## src/rtl/usr_pkg.sv

```systemverilog
// Shared definitions for the universal-shift-register sequencer.
//   SEL_*  : usr_select encodings driven to the USR instance
//   OP_*   : command opcodes carried on cmd_op
//   state_t: sequencer FSM states
package usr_pkg;

    localparam logic [1:0] SEL_HOLD = 2'b00;
    localparam logic [1:0] SEL_DOWN = 2'b01;  // q[k] <= q[k+1], q[MSB] <= s_right
    localparam logic [1:0] SEL_UP   = 2'b10;  // q[k] <= q[k-1], q[0]   <= s_left
    localparam logic [1:0] SEL_LOAD = 2'b11;

    localparam logic [1:0] OP_TX   = 2'b00;
    localparam logic [1:0] OP_RX   = 2'b01;
    localparam logic [1:0] OP_ROTL = 2'b10;
    localparam logic [1:0] OP_ROTR = 2'b11;

    typedef enum logic [1:0] {
        ST_IDLE  = 2'b00,
        ST_LOAD  = 2'b01,
        ST_SHIFT = 2'b10,
        ST_RESP  = 2'b11
    } state_t;

endpackage

```

## src/rtl/usr_seq_cnt.sv

```systemverilog
// Loadable down-counter used to pace SHIFT cycles.
//   clk, rst  : clock, synchronous active-high reset (clears count)
//   load      : load load_val (has priority over dec)
//   load_val  : value to load
//   dec       : decrement by one; saturates at zero
//   count     : current count
//   zero      : count == 0
module usr_seq_cnt #(
    parameter int W = 3
) (
    input  logic         clk,
    input  logic         rst,
    input  logic         load,
    input  logic [W-1:0] load_val,
    input  logic         dec,
    output logic [W-1:0] count,
    output logic         zero
);

    logic [W-1:0] count_reg;

    always_ff @(posedge clk) begin
        if (rst) begin
            count_reg <= '0;
        end else if (load) begin
            count_reg <= load_val;
        end else if (dec && (count_reg != '0)) begin
            count_reg <= count_reg - 1'b1;
        end
    end

    assign count = count_reg;
    assign zero  = (count_reg == '0);

endmodule

```

## src/rtl/usr_seq.sv

```systemverilog
// Command sequencer for a WIDTH-bit universal shift register.
// Accepts TX / RX / ROTL / ROTR commands, walks the external USR through
// LOAD and SHIFT cycles, and returns the final contents on a response channel.
//   cmd_*      : command handshake (op, load data, rotate amount)
//   ser_out/ser_valid : transmitted bit stream, LSB first
//   ser_in/ser_ready  : received bit stream, sampled while ser_ready
//   rsp_*      : response handshake carrying final USR contents
//   busy       : FSM not idle
//   usr_*      : control of / feedback from the external USR instance
module usr_seq
    import usr_pkg::*;
#(
    parameter int WIDTH = 4,
    parameter int AMT_W = 3
) (
    input  logic             clk,
    input  logic             rst,
    input  logic             cmd_valid,
    output logic             cmd_ready,
    input  logic [1:0]       cmd_op,
    input  logic [WIDTH-1:0] cmd_data,
    input  logic [AMT_W-1:0] cmd_amt,
    output logic             ser_out,
    output logic             ser_valid,
    input  logic             ser_in,
    output logic             ser_ready,
    output logic             rsp_valid,
    input  logic             rsp_ready,
    output logic [WIDTH-1:0] rsp_data,
    output logic             busy,
    output logic [1:0]       usr_select,
    output logic             usr_s_left,
    output logic             usr_s_right,
    output logic [WIDTH-1:0] usr_i,
    input  logic [WIDTH-1:0] usr_q
);

    // Counter must hold both WIDTH (TX/RX) and the largest rotate amount.
    localparam int WCNT_W = $clog2(WIDTH + 1);
    localparam int CNT_W  = (AMT_W > WCNT_W) ? AMT_W : WCNT_W;

    state_t           state_reg, state_next;
    logic [1:0]       op_reg;
    logic [WIDTH-1:0] data_reg;

    logic             cmd_fire;
    logic [CNT_W-1:0] cnt_load_val;
    logic [CNT_W-1:0] cnt_val;
    logic             cnt_zero;

    assign cmd_fire     = cmd_valid && cmd_ready;
    assign cnt_load_val = ((cmd_op == OP_TX) || (cmd_op == OP_RX))
                          ? CNT_W'(WIDTH) : CNT_W'(cmd_amt);

    usr_seq_cnt #(
        .W(CNT_W)
    ) u_cnt (
        .clk      (clk),
        .rst      (rst),
        .load     (cmd_fire),
        .load_val (cnt_load_val),
        .dec      (state_reg == ST_SHIFT),
        .count    (cnt_val),
        .zero     (cnt_zero)
    );

    always_ff @(posedge clk) begin
        if (rst) begin
            state_reg <= ST_IDLE;
            op_reg    <= OP_TX;
            data_reg  <= '0;
        end else begin
            state_reg <= state_next;
            if (cmd_fire) begin
                op_reg   <= cmd_op;
                data_reg <= cmd_data;
            end
        end
    end

    always_comb begin
        state_next = state_reg;
        case (state_reg)
            ST_IDLE:  if (cmd_fire) state_next = ST_LOAD;
            ST_LOAD:  state_next = cnt_zero ? ST_RESP : ST_SHIFT;
            // Count still holds the remaining shifts including this one.
            ST_SHIFT: if (cnt_val == CNT_W'(1)) state_next = ST_RESP;
            ST_RESP:  if (rsp_ready) state_next = ST_IDLE;
            default:  state_next = ST_IDLE;
        endcase
    end

    // Outputs are forced to their idle values while rst is asserted, since a
    // synchronous reset leaves the state register untouched until the edge.
    always_comb begin
        cmd_ready   = 1'b0;
        ser_out     = 1'b0;
        ser_valid   = 1'b0;
        ser_ready   = 1'b0;
        rsp_valid   = 1'b0;
        rsp_data    = '0;
        busy        = 1'b0;
        usr_select  = SEL_HOLD;
        usr_s_left  = 1'b0;
        usr_s_right = 1'b0;
        usr_i       = '0;
        if (!rst) begin
            busy = (state_reg != ST_IDLE);
            case (state_reg)
                ST_IDLE: begin
                    cmd_ready = 1'b1;
                end
                ST_LOAD: begin
                    usr_select = SEL_LOAD;
                    usr_i      = (op_reg == OP_RX) ? '0 : data_reg;
                end
                ST_SHIFT: begin
                    case (op_reg)
                        OP_TX: begin
                            usr_select = SEL_DOWN;
                            ser_out    = usr_q[0];
                            ser_valid  = 1'b1;
                        end
                        OP_RX: begin
                            // After WIDTH up-shifts the first bit sits in the MSB.
                            usr_select = SEL_UP;
                            usr_s_left = ser_in;
                            ser_ready  = 1'b1;
                        end
                        OP_ROTL: begin
                            usr_select = SEL_UP;
                            usr_s_left = usr_q[WIDTH-1];
                        end
                        default: begin
                            usr_select  = SEL_DOWN;
                            usr_s_right = usr_q[0];
                        end
                    endcase
                end
                ST_RESP: begin
                    rsp_valid = 1'b1;
                    rsp_data  = usr_q;
                end
                default: begin
                    busy = 1'b1;
                end
            endcase
        end
    end

endmodule
```

## config.mk

```make
export PLATFORM = sky130hd
export DESIGN_NAME = usr_seq
export DESIGN_NICKNAME = d
export VERILOG_FILES = /design/src/rtl/usr_pkg.sv /design/src/rtl/usr_seq_cnt.sv /design/src/rtl/usr_seq.sv
export SDC_FILE = /design/constraint.sdc
export NUM_CORES = 1
export LEC_CHECK = 0
export BUFFER_PORTS_ARGS = -buffer_cell sky130_fd_sc_hd__buf_2
export CORE_MARGIN = 5
export CORE_UTILIZATION = 25
export DETAILED_ROUTE_END_ITERATION = 7
export PLACE_DENSITY = 0.53
export SYNTH_ARGS = -nofsm -noshare
export SYNTH_HDL_FRONTEND = slang
export SYNTH_HIERARCHICAL = 1
export SYNTH_SLANG_ARGS = --single-unit
export TNS_END_PERCENT = 10
```

## constraint.sdc

```tcl
create_clock -name clk -period 2.35 [get_ports clk]
set_input_delay 0.235 -clock clk [delete_from_list [all_inputs] [get_ports clk]]
set_output_delay 0.235 -clock clk [all_outputs]
set_load 0.005 [all_outputs]
```

==> flow_summary.yaml <==
outcome:
  status: "finished, final reports clean"
pwr:
  cellPowerDensity_mw_per_mm2: 761
  p_comb_share_pct: 51.2
  vdd.ir_drop.worst_v: 0.000340
  p_clk_share_pct: 15.4
  pwr-share-seq_pct: 33.3
  swShare_pct: 40.0
  intPower_w: 0.000487
  p_sw_w: 0.000324
  p_leak_nw: 0.531
synthesis:
  syn_inst: 106
  syn-cell-area_um2: 831
  async_flop_share_pct: 0
  avgSynthCellArea_um2: 7.84
  synth_cell_types: 30
  synth_edf_count: 0
  seq_area_frac_synth_pct: 26.5
  synth_ff_type: "dfxtp_1"
  synth_seq_cells: 11
  ys_warn_count: 6
  synthesis.nets: 135
clock_tree:
  h-tree-depth: 1
  cts-root-buf: "clkbuf_4"
  cts.reportedPaths.clkPinSlew_ns: 0.07
  clkLatencyLatePin_ns: 0.26
  cts_setup_buffers: 0
  cts_tree: "yes"
  cts_buffers: 3
  post_cts_resized: 0
  cts_buffer_depth: 2
  ctsHoldBuffers: 0
  numClockSinks: 11
drt:
  vias_per_cell: 4.24
  routedWlPerCell_um: 10.6
  met1_length_um: 937
  dr_wl_met2_um: 876
  route.met3.wl_um: 169
  ant_nets: 0
  drc: 0
  drtIter0Drc: 30
  dr.max_layer_used: "met3"
  first_pass_iters: 4
  finalWirelength_um: 1980
  vias: 797
critical_path:
  ff2ff_path_depth: 6
  worstReg2RegEnd: "u_cnt/count[1]$_SDFFE_PP0P_"
  crit_end: "u_cnt/count[1]$_SDFFE_PP0P_"
  cp_data_arrival_time_ns: 2.09
  cpPeakStageDelay_ns: 0.40
  cp.required_ns: 2.54
  r2r_start: "state_reg[0]$_SDFFE_PP0P_"
  worstPathMaxFanout: 10
  reg2reg_slack_ns: 0.45
  crit_chain: "inv_1 -> ha_1 -> nor2b_1 -> and2_1 -> or3_1 -> a31oi_1"
  cp-end-kind: "flip-flop"
  path_class: "flip-flop to flip-flop"
  crit_slowest_cell: "dfxtp_1"
  cp-start-kind: "flip-flop"
  cp-startpoint: "state_reg[0]$_SDFFE_PP0P_"
sta:
  rsz0062_at_grt: "false"
  hold_viol_final: 0
  finalCriticalPeriod_ns: 1.90
  maxSlewHeadroom_pct: 67.9
  setup_viol: 0
  tns_ns: 0
  worst_pin_slew_ns: 0.482
  max_freq_mhz: 526
  hold_ws_ns: 0.224
  fin_skew_ns: 0.00388
  maxSlewViolCount: 0
  min_period_over_period_pct: 80.9
  fin_ws_ns: 0.449
global_routing:
  overflow: 0
  grt_usage_pct: 8.64
  grt_start_max_net_pins: 16
  antenna_found_initial: 0
  grt_pass1_vias: 724
  grt_pass1_wl_um: 3070
cells_and_area:
  final_net_count: 172
  syn_to_final_growth_pct: 28.5
  largest_reg_flops: 4
  final_layout_size_suffix_gt1_share_pct: 29.6
  nFillCells: 362
  layout_common_cells: "buf_2, and2_1, nand2_1, ha_1, dfxtp_1"
  insertedDiodeCount: 0
  mostFrequentLayoutCell: "buf_2"
  final_cells: 188
  finalInstanceArea_mm2: 0.00107
placed_design:
  dpl_worst_slack_ns: 0.476
  placed_cells: 184
  gp_congestion: 0.689
  place.detailed.hpwl_um: 1630
  port_buffers: 35
  dpl_cell_area_mm2: 0.00104
die:
  die_area_mm2: 0.00458
  die_w_um: 67.6
  ios: 36
  rows: 21
  core-area_mm2: 0.00328
  start_util_pct: 25.3
  dieHeight_um: 67.6
run:
  max_cap_violations: 0
hold_path:
  hp-class: "primary input to flip-flop"
## Yosys cell counts (2+ instances only)
cell	number	area, um2
and2_1	13	81.3
nor2_1	4	15.0
nand3b_1	2	15.0
a21oi_1	9	45.0
inv_1	10	37.5
dfxtp_1	11	220
and3_1	2	12.5
nand2_1	13	48.8
a31oi_1	2	12.5
or3_1	2	12.5
nand3_1	6	30.0
ha_1	11	138
nor2b_1	3	18.8
mux2i_1	2	20.0
## cell type report
cell class	count	area [um2]	share of cell area, %
multi-input cells	80	542	50.8
flip-flops and latches	11	220	20.6
repair buffers	35	175	16.4
well taps	46	57.6	5.39
inverters	12	46.3	4.34
clock buffers	4	26.3	2.46
## worst max-delay path: cells and delay by family (launching register included)
| kind | cells | cell delay [ns] |
|---|---|---|
| buffers and inverters | 1 | 0.11 |
| AOI/OAI and AO/OA | 1 | 0.18 |
| adders and majority gates | 1 | 0.33 |
| and+or+nand+nor | 3 | 0.80 |
| DFF | 1 | 0.40 |
## logic make-up after synthesis
logic type / share of synthesized area (%)
AND/OR/NAND/NOR: 34.3
AO/OA/AOI/OAI: 10.8
buffers and inverters: 8.28
adder cells (fa/ha/maj): 16.6
flip-flops: 26.5
multiplexers: 2.41
XOR/XNOR: 1.05
## through the flow
| stage | utilization, % | power [W] |
|---|---|---|
| after global placement | 31.7 | 0.000682 |
| after floorplan | - | 0.000593 |
| final | 32.5 | 0.000812 |
| after detailed placement | 31.7 | 0.000695 |
| after global routing | 32.5 | 0.000899 |
| after CTS | 32.5 | 0.000823 |
## per-layer routing
layer  track usage [%]  vias to the layer above
met4              3.04                        0
met2              14.5                       27
met3              2.00                        0
li1                  -                      422
met1              10.7                      348
met5                 0                        -
## power by group through the flow
stage / Clock (W) / Sequential (W) / Combinational, W
2_1_floorplan: 0 / 0.000265 / 0.000328
3_3_place_gp: 0 / 0.000272 / 0.000411
3_5_place_dp: 0 / 0.000276 / 0.000419
4_1_cts: 0.000131 / 0.000271 / 0.000421
5_1_grt: 0.000143 / 0.000278 / 0.000477
6_report: 0.000125 / 0.000271 / 0.000416
## how the worst min path moves through the flow
| stage | slack [ns] | from | endpoint | cells after the start |
|---|---|---|---|---|
| 2_1_floorplan | 0.30 | rst | u_cnt/count[1]$_SDFFE_PP0P_ | 1 |
| 3_3_place_gp | 0.44 | data_reg[2]$_SDFFE_PP0P_ | data_reg[2]$_SDFFE_PP0P_ | 2 |
| 5_1_grt | 0.21 | cmd_data[2] | data_reg[2]$_SDFFE_PP0P_ | 3 |
| 3_5_place_dp | 0.45 | data_reg[3]$_SDFFE_PP0P_ | data_reg[3]$_SDFFE_PP0P_ | 2 |
| 6_report | 0.22 | cmd_op[0] | op_reg[0]$_SDFFE_PP0P_ | 3 |
| 4_1_cts | 0.21 | cmd_op[0] | op_reg[0]$_SDFFE_PP0P_ | 3 |
Power figures use the tool's default switching activity.
